==> src/rtl/pwm_multi_channel.sv <==
// Multi-channel Wishbone PWM: shared prescaler and counter, per-channel
// double-buffered duty, enables applied at period wrap.
// Ports: clk, rst (async, active-high); Wishbone slave wb_stb, wb_we,
//   wb_adr[4:0], wb_dat_i[15:0], wb_dat_o[15:0], wb_ack; pwm[CHANNELS-1:0].
// Map: 0..CHANNELS-1 duty pending, 16 enable, 17 polarity, 18 cnt (ro).
// Optional macro PWM_POLARITY_EN adds the polarity register at adr 17.
module pwm_multi_channel #(
  parameter int CHANNELS = 4,
  parameter int WIDTH    = 8,
  parameter int PRESCALE = 1
) (
  input  logic                clk,
  input  logic                rst,
  input  logic                wb_stb,
  input  logic                wb_we,
  input  logic [4:0]          wb_adr,
  input  logic [15:0]         wb_dat_i,
  output logic [15:0]         wb_dat_o,
  output logic                wb_ack,
  output logic [CHANNELS-1:0] pwm
);

  localparam int PW = (PRESCALE > 1) ? $clog2(PRESCALE) : 1;
  localparam logic [PW-1:0] PMAX = PW'(PRESCALE - 1);
  localparam logic [WIDTH-1:0] CMAX = {WIDTH{1'b1}};

  logic [PW-1:0]       presc_q, presc_d;
  logic [WIDTH-1:0]    cnt_q, cnt_d;
  logic [WIDTH-1:0]    pend_q [CHANNELS];
  logic [WIDTH-1:0]    pend_d [CHANNELS];
  logic [WIDTH-1:0]    act_q [CHANNELS];
  logic [WIDTH-1:0]    act_d [CHANNELS];
  logic [CHANNELS-1:0] en_q, en_d;
  logic [CHANNELS-1:0] act_en_q, act_en_d;
  logic [CHANNELS-1:0] pwm_q, pwm_d;
  logic                ack_q, ack_d;
  logic [15:0]         dat_q, dat_d;
  logic [15:0]         rdata;
  logic                tick, wrap, acc, wr;
  logic                unused_bits;

`ifdef PWM_POLARITY_EN
  logic [CHANNELS-1:0] pol_q, pol_d;
  logic [CHANNELS-1:0] act_pol_q, act_pol_d;
`endif

  assign unused_bits = ^wb_dat_i;

  assign tick = (presc_q == PMAX);
  assign wrap = tick & (cnt_q == CMAX);
  // A bus access is taken on the edge that raises ack.
  assign acc  = wb_stb & ~ack_q;
  assign wr   = acc & wb_we;

  always_comb begin
    rdata = '0;
    for (int i = 0; i < CHANNELS; i++)
      if (wb_adr == 5'(i)) rdata = 16'(pend_q[i]);
    if (wb_adr == 5'd16) rdata = 16'(en_q);
`ifdef PWM_POLARITY_EN
    if (wb_adr == 5'd17) rdata = 16'(pol_q);
`endif
    if (wb_adr == 5'd18) rdata = 16'(cnt_q);
  end

  always_comb begin
    presc_d = tick ? '0 : presc_q + 1'b1;
    cnt_d   = tick ? cnt_q + 1'b1 : cnt_q;
    ack_d   = acc;
    dat_d   = (acc & ~wb_we) ? rdata : '0;
    en_d    = en_q;
    if (wr && wb_adr == 5'd16) en_d = wb_dat_i[CHANNELS-1:0];
    for (int i = 0; i < CHANNELS; i++) begin
      pend_d[i] = pend_q[i];
      if (wr && wb_adr == 5'(i)) pend_d[i] = wb_dat_i[WIDTH-1:0];
    end
    // Transfer uses the pre-edge pending values, so a write
    // landing on the wrap edge waits for the next period.
    act_d    = act_q;
    act_en_d = act_en_q;
    if (wrap) begin
      act_d    = pend_q;
      act_en_d = en_q;
    end
  end

`ifdef PWM_POLARITY_EN
  always_comb begin
    pol_d = pol_q;
    if (wr && wb_adr == 5'd17) pol_d = wb_dat_i[CHANNELS-1:0];
    act_pol_d = wrap ? pol_q : act_pol_q;
  end
`endif

  // Live enable gates the boundary-latched one: clearing a bit
  // silences the channel next clk, setting waits for wrap.
  always_comb begin
    pwm_d = '0;
    for (int i = 0; i < CHANNELS; i++)
      pwm_d[i] = act_en_q[i] & en_q[i] & (act_q[i] > cnt_q);
`ifdef PWM_POLARITY_EN
    pwm_d = pwm_d ^ act_pol_q;
`endif
  end

  always_ff @(posedge clk or posedge rst) begin
    if (rst) begin
      presc_q  <= '0;
      cnt_q    <= '0;
      en_q     <= '0;
      act_en_q <= '0;
      pwm_q    <= '0;
      ack_q    <= 1'b0;
      dat_q    <= '0;
      for (int i = 0; i < CHANNELS; i++) begin
        pend_q[i] <= '0;
        act_q[i]  <= '0;
      end
    end else begin
      presc_q  <= presc_d;
      cnt_q    <= cnt_d;
      en_q     <= en_d;
      act_en_q <= act_en_d;
      pwm_q    <= pwm_d;
      ack_q    <= ack_d;
      dat_q    <= dat_d;
      pend_q   <= pend_d;
      act_q    <= act_d;
    end
  end

`ifdef PWM_POLARITY_EN
  always_ff @(posedge clk or posedge rst) begin
    if (rst) begin
      pol_q     <= '0;
      act_pol_q <= '0;
    end else begin
      pol_q     <= pol_d;
      act_pol_q <= act_pol_d;
    end
  end
`endif

  assign pwm      = pwm_q;
  assign wb_ack   = ack_q;
  assign wb_dat_o = dat_q;

endmodule

==> config.mk <==
export PLATFORM = sky130hd
export DESIGN_NAME = pwm_multi_channel
export DESIGN_NICKNAME = d
export VERILOG_FILES = /design/src/rtl/pwm_multi_channel.sv
export SDC_FILE = /design/constraint.sdc
export NUM_CORES = 1
export LEC_CHECK = 0
export BUFFER_PORTS_ARGS = -buffer_cell sky130_fd_sc_hd__buf_2
export CAP_MARGIN = 20
export CORE_MARGIN = 2
export CORE_UTILIZATION = 40
export DETAILED_ROUTE_END_ITERATION = 10
export PLACE_DENSITY = 0.64
export SKIP_LAST_GASP = 1
export SLEW_MARGIN = 20
export SYNTH_ARGS = -nofsm -noshare
export SYNTH_HDL_FRONTEND = slang
export SYNTH_SLANG_ARGS = --single-unit
==> constraint.sdc <==
create_clock -name clk -period 2.3 [get_ports clk]
set_input_delay 0.115 -clock clk [delete_from_list [all_inputs] [get_ports clk]]
set_output_delay 0.115 -clock clk [all_outputs]
set_load 0.02 [all_outputs]
==> run_results.csv, run 1 <==
group,metric,value,unit
route,dr_total_vias,2739,
placed_design,gp_congestion,0.8178,
placed_design,place_inst,508,
power,cellLeakagePower,0.002597,uW
synth,synth_top_area_cell,"dfrtp_1",
finish,insertedDiodeCount,0,
die,dieHeight,111.1,um
worst_setup_path,endpoint,"pend_q[27]",
synth,ys_ff_latch,93,
worst_setup_path,crit_start,"wb_ack",
job,cap_violations,0,
worst_setup_path,r2r_start,"wb_ack",
die,rows,39,
synth,synthFlopType,"dfrtp_1",
finish,syn2layout_area_growth,13.81,%
power,p_comb_frac,0.064,
finish,layout_commonest_cell,"dfrtp_1",
hold_path,min_path_type,"in2reg",
clocking,insertion_delay,0.34,ns
global_routing,grtUsageTotal,0.1608,
timing,rsz0062_at_grt,"false",
clocking,cts_buffers,9,
worst_setup_path,cp.arrival,2.12,ns
timing,period_share,0.8271,
timing,period_minus_slack,1.902,ns
finish,fin_nets,435,
synth,syn_area,4592,sq um
timing,setup_viol_count_final,0,
synth,synthCells,339,
route,drt-total-wl,9.487,mm
placed_design,hpwl,6.927,mm
synth,synth_top_area_frac,0.5068,
power,p_int,2749,uW
timing,slew_headroom,0.6586,
die,core-area,11320,sq um
worst_setup_path,r2r_setup_slack,0.40,ns
synth,synth_xor_area_frac,0.01144,
clocking,clk_pin_slew,0.06,ns
synth,synth_async_sr_flop_share,1.000,
synth,synth-edff-count,0,
power,p_clk_frac,0.435,
worst_setup_path,r2r-end,"pend_q[27]",
synth,ys_types,41,
global_routing,grt_antenna_before_repair,0,
route,detail-route-antenna-nets,0,
worst_setup_path,cp-start-kind,"register",
clocking,clockRootBuffer,"clkbuf_16",
power,power_switching,781.6,uW
synth,synth.area.mux_share,0.2223,
synth,synth_top_family_by_area,"multiplexers",
route,wl_per_cell,18.07,um
clocking,cts_htree_levels,3,
finish,drive_gt1_frac,0.3560,
placed_design,portBuffers,29,
global_routing,grt_pass1_vias,2824,
clocking,cts_tree,"done",
power,ir_drop,402.2,uV
worst_setup_path,cp.required,2.52,ns
global_routing,grt.overflow.total,0,
route,viasPerCell,5.217,
outcome,outcome,"completed",
worst_setup_path,path_max_fanout,8,
synth,ys_seq_area_frac,0.5068,
synth,yosysWarnings,0,
die,fp.dieArea,12350,sq um
timing,fin_setup_tns,0,ns
finish,mostFrequentLayoutCells,"dfrtp_1 (93), mux2_2 (64), ha_1 (33)",
timing,holdWs,0.06723,ns
power,cellPowerDensity,675.6,nW/um^2
route,remaining_drc_errors,0,
clocking,cts_buffer_depth,2,
timing,max_freq,525.7,MHz
die,io_pins,46,
route,firstDrtPassIters,4,
worst_setup_path,reg2regPathDepth,4,
finish,final_cells,525,
route,drtIter0Drc,108,
power,p_seq_frac,0.501,
synth,synthAdderAreaFrac,0.08992,
timing,tightest_slew,0.5049,ns
worst_setup_path,cp-end-kind,"register",
synth,synth.area.top_cells,"dfrtp_1 (51%), mux2_2 (16%), ha_1 (9.0%)",
clocking,post_cts_buffers,0,
timing,clock_skew,0.005262,ns
clocking,clock_sinks,93,
global_routing,grt_start_max_net_pins,94,
die,start_util,0.4056,
die,fp.dieW,111.1,um
finish,fin_util,0.4616,
clocking,ctsResizeCount,0,
worst_setup_path,worstSetupPathType,"reg2reg",
synth,synth_compound_area_frac,0.06322,
timing,hold_viol,0,
global_routing,grt_pass1_wl,15.50,mm
timing,slew_violations,0,
synth,synth-simple-area-share,0.06376,
power,switching_share,0.2214,
synth,synth_area_per_cell,13.55,sq um
## worst min path at each step
stage                       to  slack (ns)  depth (start not counted)   startpoint
detailed placement    act_q[6]        0.30                          3          rst
CTS                 pend_q[31]        0.06                          2  wb_dat_i[7]
floorplan           pend_q[24]        0.26                          1  wb_dat_i[0]
finish              pend_q[31]        0.07                          2  wb_dat_i[7]
global placement     act_q[15]        0.29                          3          rst
global route        pend_q[31]        0.07                          2  wb_dat_i[7]
## sequential cells by signal, indices dropped and copies added (netlist names)
signal,flops
act_q,32
pend_q,32
cnt_q,8
wb_dat_o,8
act_en_q,4
en_q,4
pwm,4
wb_ack,1
## cell usage after synthesis, types with 2 or more instances
cell,number
dfrtp_1,93
mux2_2,64
ha_1,33
inv_1,21
nand2_1,15
a21oi_1,12
nand3_1,12
buf_4,11
mux2_4,8
mux4_2,8
o21ai_0,8
a21o_1,7
xnor2_1,5
a32o_1,4
a221oi_1,3
buf_2,3
o211a_1,3
o311ai_0,3
nand4b_1,2
nor2_1,2
nor3b_4,2
## cell families (layout without fill, tap and decap cells)
logic type	count (synthesis)	after routing
other	1	8
DFF	93	93
AOI/OAI and AO/OA	42	42
and+or+nand+nor	47	47
buffers and inverters	37	73
muxes	80	80
xor gates and xnor gates	6	6
adders and majority gates	33	33
## routing by layer
metal	GRT usage	vias to the layer above	part of all wire
met3	0.03335	7	0.027
met5	0	-	0
li1	-	1298	-
met4	0.04198	0	0.010
met2	0.2556	38	0.47
met1	0.2266	1396	0.49
## repair_timing
item,CTS,global route
setup endpoints to repair,0,0
endpoints found under the hold margin,93,0
hold buffers,1,0
## worst max-delay path, stage by stage (launching register included)
cell,delay [ns]
dfrtp_1,0.40
nor2b_1,0.28
nand3_4,0.16
or3_1,0.57
mux2_4,0.38
## area by class of cell
type | instances | area (sq um)
multi-input cells | 216 | 2100
repair buffers | 36 | 225.2
flip-flops and latches | 93 | 2327
inverters | 21 | 82.58
clock inverters | 3 | 42.54
clock buffers | 13 | 270.3
fillers | 1012 | 6095
well taps | 143 | 178.9
## per-stage QoR
step	power, uW	cell area [sq um]	setup WS [ns]
6_report	3531	5226	0.3976
5_1_grt	3656	5226	0.2743
4_1_cts	3558	5226	0.3708
3_5_place_dp	2028	4903	0.3855
3_3_place_gp	2016	4903	0.4387
2_1_floorplan	1943	4622	0.5410
## power groups by stage
| stage | clock network, uW | registers, uW | logic (uW) |
|---|---|---|---|
| 2_1_floorplan | 0 | 1770 | 172 |
| 3_3_place_gp | 0 | 1790 | 223 |
| 3_5_place_dp | 0 | 1800 | 230 |
| 4_1_cts | 1560 | 1770 | 232 |
| 5_1_grt | 1630 | 1780 | 250 |
| 6_report | 1530 | 1770 | 227 |
No activity file was read; power rests on OpenSTA's default activity.
==> inputs of run 2 (changes only) <==
ABC_AREA = 1   (was unset)
clock period = 1.6 ns   (was 2.3 ns; I/O delays follow)
==> run 2 against run 1 <==
Flip-flop and latch count is the same; first-iteration DRC count grew 120%; clock skew grew 0.0022 ns; highest routed layer unchanged; fmax grew 29%; largest power group unchanged.
==> run_results.csv, run 2 <==
group,metric,value,unit
job,cap_violations,0,
route,drt-total-wl,10.70,mm
clocking,cts_tree,"done",
global_routing,grtUsageTotal,0.1778,
worst_setup_path,cp.required,1.82,ns
placed_design,hpwl,7.861,mm
route,remaining_drc_errors,0,
clocking,clockRootBuffer,"clkbuf_16",
die,io_pins,46,
hold_path,min_from,"wb_stb",
timing,max_freq,677.4,MHz
finish,fin_nets,642,
synth,ys_ff_latch,93,
synth,synth_async_sr_flop_share,1.000,
timing,clock_skew,0.007424,ns
clocking,cts_buffer_depth,2,
die,fp.dieW,113.5,um
synth,synth_commonest_cells,"nand2_1 (130), dfrtp_1 (93), inv_1 (72), o21ai_1 (54), ha_1 (33)",
placed_design,portBuffers,29,
route,detail-route-antenna-nets,0,
synth,synth_most_common_cell,"nand2_1",
synth,synthCells,545,
worst_setup_path,path_max_fanout,72,
clocking,post_cts_buffers,0,
synth,syn_area,4792,sq um
die,fp.dieArea,12870,sq um
synth,synthFlopType,"dfrtp_1",
global_routing,grt_antenna_before_repair,0,
outcome,outcome,"completed",
die,dieHeight,113.5,um
synth,synth-edff-count,0,
route,drtIter0Drc,237,
timing,setup_viol_count_final,0,
route,firstDrtPassIters,5,
timing,fin_setup_tns,0,ns
clocking,cts_htree_levels,3,
die,start_util,0.4144,
synth,synth.area.top_cells,"dfrtp_1 (49%), nand2_1 (10%), ha_1 (8.6%)",
hold_path,min_path_type,"in2reg",
synth,synth_top_area_frac,0.4856,
finish,fin_util,0.4702,
worst_setup_path,cp-end-kind,"register",
die,rows,39,
finish,mostFrequentLayoutCells,"nand2_1 (130), dfrtp_1 (93), inv_1 (69)",
worst_setup_path,r2r_start,"cnt_q[1]",
worst_setup_path,worstSetupPathType,"reg2reg",
timing,period_minus_slack,1.476,ns
clocking,insertion_delay,0.34,ns
clocking,clk_pin_slew,0.07,ns
clocking,clock_sinks,93,
worst_setup_path,crit_start,"cnt_q[1]",
global_routing,grt_start_max_net_pins,94,
route,dr_total_vias,3673,
finish,top_regs,"act_q x32, pend_q x32",
timing,hold_viol,0,
worst_setup_path,cp-start-kind,"register",
power,cellLeakagePower,0.002774,uW
worst_setup_path,cp.arrival,1.70,ns
finish,layout_commonest_cell,"nand2_1",
finish,insertedDiodeCount,0,
synth,ys_seq_area_frac,0.4856,
power,ir_drop,456.5,uV
synth,ys_types,27,
route,viasPerCell,5.018,
timing,rsz0062_at_grt,"false",
timing,period_share,0.9226,
finish,syn2layout_area_growth,13.47,%
synth,synth_top_area_cell,"dfrtp_1",
power,cellPowerDensity,934.9,nW/um^2
placed_design,gp_congestion,0.8748,
global_routing,grt.overflow.total,0,
clocking,cts_buffers,9,
timing,slew_violations,0,
synth,yosysWarnings,0,
route,wl_per_cell,14.62,um
synth,synth_area_per_cell,8.793,sq um
die,core-area,11560,sq um
global_routing,grt_pass1_wl,17.83,mm
finish,drive_gt1_frac,0.1766,
global_routing,grt_pass1_vias,3558,
==> run 2: cell types whose count changed after synthesis, sizes merged, moves of 11 or more <==
cell / change
a21oi: +11
mux2: -72
inv: +59
nand2: +122
nand4: +16
o21ai: +70
nor2: +24
==> run 2: worst paths after layout <==
| path | endpoint | slack (ns) | cells past startpoint |
|---|---|---|---|
| max in group asynchronous | act_q[3] | 0.80 | 4 |
| setup / recovery | act_q[0] | 0.12 | 7 |
| hold reg to reg | pend_q[4] | 0.49 | 2 |
| min in group asynchronous | pend_q[20] | 0.42 | 4 |
| setup reg to reg | act_q[0] | 0.12 | 7 |
| hold / removal | wb_ack | 0.05 | 3 |
==> run 2: kinds of logic (layout without fill, tap and decap cells) <==
| kind of cell | after synthesis | count (layout) | share of synthesized area |
|---|---|---|---|
| AND/OR/NAND/NOR | 203 | 203 | 0.1953 |
| AO/OA/AOI/OAI | 107 | 107 | 0.1274 |
| buffers and inverters | 102 | 139 | 0.09373 |
| flip-flops | 93 | 93 | 0.4856 |
| adder cells (fa/ha/maj) | 33 | 33 | 0.08616 |
| XOR/XNOR | 6 | 6 | 0.01097 |
| other | 1 | 8 | 0.0007825 |
==> run 2: worst max-delay path, stage by stage, from the launching register on <==
cell,delay [ns]
dfrtp_1,0.39
ha_1,0.20
nand2_1,0.08
nor2_2,0.16
nand3_2,0.11
buf_12,0.22
nor2_1,0.13
a21oi_1,0.05
==> run 2: area by class of cell <==
class                      count  area (sq um)
sequential                    93          2327
fill                        1082          6127
clock inverter                 5         60.06
inverter                      81         309.0
multi-input combinational    357          2049
tap                          143         178.9
clock buffer                  11         242.7
timing repair buffer          42         270.3
==> run 2: repair_timing <==
item                                    CTS  global route
endpoints found under the setup margin    0            19
gates resized for setup                   0             3
hold endpoints to repair                 93             0
hold buffers                              1             0
==> run 2: metal layers <==
layer / global-route usage / wire [um]
met1: 0.2564 / 5311
met4: 0.07561 / 245
met3: 0.02604 / 415
met5: 0 / 0
met2: 0.2691 / 4730
==> run 2: per-stage QoR <==
step                      cell area, sq um  setup slack [ns]  power, uW  cells  hold WS, ns
after CTS                             5435           0.07451       5122    732      0.04609
after detailed placement              5122           0.08774       2957    715       0.2641
final                                 5438            0.1239       5084    732      0.04918
after global routing                  5438           0.01196       5306    732      0.05355
after floorplan                       4822           0.08622       2826    552       0.2755
after global placement                5122            0.1086       2944    715       0.2593
==> run 2: power breakdown <==
group / internal, uW / switching, uW
registers: 2450 / 97.4
clock network: 1260 / 911
logic: 113 / 255
total: 3820 / 1260
==> inputs of run 3 (changes only) <==
BUFFER_PORTS_ARGS = -buffer_cell sky130_fd_sc_hd__clkbuf_2   (was -buffer_cell sky130_fd_sc_hd__buf_2)
PLACE_DENSITY = 0.67   (was 0.64)
==> run 3 against run 2 <==
Critical path depth is 1 lower; critical endpoint is now pwm[1]; setup slack worse by 0.067 ns; highest routed layer unchanged; sequential share of layout area is 0.19 points lower.
==> run_results.csv, run 3 (synthesized netlist as in run 2, its figures left out) <==
group,metric,value,unit
timing,clock_skew,0.007589,ns
finish,insertedDiodeCount,0,
route,detail-route-antenna-nets,0,
die,fp.dieArea,12870,sq um
global_routing,grt_start_max_net_pins,94,
finish,fin_util,0.4726,
power,cellPowerDensity,939.7,nW/um^2
global_routing,grt.overflow.total,0,
timing,rsz0062_at_grt,"true",
timing,slew_headroom,0.6540,
die,core-area,11560,sq um
worst_setup_path,cp_cell_sequence,"inv_2, ha_1, a21oi_1, nor2_1, a211oi_1, a21oi_1",
clocking,cts_htree_levels,3,
placed_design,hpwl,8.024,mm
timing,tightest_slew,0.5191,ns
finish,layout_commonest_cell,"nand2_1",
route,remaining_drc_errors,0,
hold_path,min_path_cells,3,
job,cap_violations,0,
route,firstDrtPassIters,5,
worst_setup_path,crit_path_frequent_cell,"a21oi_1",
route,drt-total-wl,10.84,mm
clocking,post_cts_buffers,0,
worst_setup_path,r2r-end,"pwm[1]",
route,dr_total_vias,3690,
die,rows,39,
clocking,insertion_delay,0.35,ns
hold_path,min_path_type,"in2reg",
timing,period_share,0.9643,
finish,syn2layout_area_growth,14.05,%
timing,max_freq,648.1,MHz
die,start_util,0.4144,
timing,setup_viol_count_final,0,
placed_design,gp_congestion,0.8467,
timing,holdWs,0.02070,ns
worst_setup_path,r2r_start,"cnt_q[5]",
global_routing,grt_pass1_vias,3511,
worst_setup_path,cp-start-kind,"register",
worst_setup_path,crit_path_max_incr_delay,0.40,ns
worst_setup_path,cp-end-kind,"register",
power,ir_drop,425.4,uV
clocking,cts_tree,"done",
clocking,clock_sinks,93,
global_routing,grt_antenna_before_repair,0,
clocking,clockRootBuffer,"clkbuf_16",
hold_path,min_from,"wb_stb",
power,cellLeakagePower,0.002771,uW
hold_path,min_to,"wb_ack",
timing,period_minus_slack,1.543,ns
die,fp.dieW,113.5,um
worst_setup_path,reg2regPathDepth,6,
route,drtIter0Drc,200,
worst_setup_path,r2r_setup_slack,0.06,ns
finish,fin_area,5465,sq um
worst_setup_path,cp.required,1.80,ns
worst_setup_path,worstSetupPathType,"reg2reg",
timing,slew_violations,0,
worst_setup_path,cp.arrival,1.74,ns
worst_setup_path,critical-path-slowest-cell,"dfrtp_1",
global_routing,grt_pass1_wl,17.85,mm
finish,top_regs,"act_q x32, pend_q x32",
clocking,cts_buffers,9,
finish,fin_nets,641,
clocking,clk_pin_slew,0.07,ns
route,wl_per_cell,14.83,um
finish,mostFrequentLayoutCells,"nand2_1 (130), dfrtp_1 (92), inv_1 (68)",
route,viasPerCell,5.048,
die,dieHeight,113.5,um
timing,hold_viol,0,
placed_design,portBuffers,29,
finish,drive_gt1_frac,0.1871,
global_routing,grtUsageTotal,0.1784,
worst_setup_path,path_max_fanout,5,
outcome,outcome,"completed",
die,io_pins,46,
clocking,cts_buffer_depth,2,
placed_design,placed_area,5127,sq um
run 3: power breakdown:
group,leakage [uW],internal (uW),total (uW),switching [uW]
combinational,0.00135,112,366,254
sequential,0.00127,2450,2540,95.5
clock,0.000153,1270,2220,959
run 3: routing by layer:
| metal | vias up | part of all wire | GRT usage |
|---|---|---|---|
| li1 | 1830 | - | - |
| met1 | 1750 | 0.47 | 0.2467 |
| met2 | 102 | 0.47 | 0.2842 |
| met3 | 8 | 0.052 | 0.03932 |
| met4 | 0 | 0.0091 | 0.05122 |
| met5 | - | 0 | 0 |
run 3: through the flow:
stage	instances	worst slack (ns)	power, uW	TNS [ns]
after floorplan	552	0.08622	2826	0
after global placement	714	0.1201	2941	0
after detailed placement	714	0.05650	2955	0
after CTS	731	0.05099	5171	0
after global routing	731	-0.001864	5329	-0.001864
final	731	0.05709	5136	0
run 3: how the worst max path moves through the flow:
stage	startpoint	end	slack, ns
finish	cnt_q[5]	pwm[1]	0.06
global route	cnt_q[1]	act_q[16]	-0.002
CTS	cnt_q[1]	act_q[0]	0.05
detailed placement	cnt_q[1]	act_q[0]	0.06
global placement	cnt_q[1]	act_q[0]	0.12
floorplan	cnt_q[0]	act_q[0]	0.09
run 3: worst max-delay path: cells and delay by family (launching register included):
kind / cells / cell delay (ns)
simple gates: 1 / 0.06
compound gates: 3 / 0.55
flops: 1 / 0.40
fa+ha+maj: 1 / 0.26
buf+inv: 1 / 0.13
run 3: repair_timing:
action / 4_1_cts / 5_1_grt
hold buffers: 1 / 0
endpoints found under the hold margin: 93 / 0
resized for setup: 0 / 9
endpoints found under the setup margin: 0 / 40
run 3: final cells by class:
class	instances	area (sq um)
Timing Repair Buffer	41	275.3
Clock buffer	10	239.0
Tap cell	143	178.9
Multi-Input combinational cell	357	2064
Fill cell	1066	6100
Clock inverter	6	70.07
Sequential cell	93	2328
Inverter	81	309.0
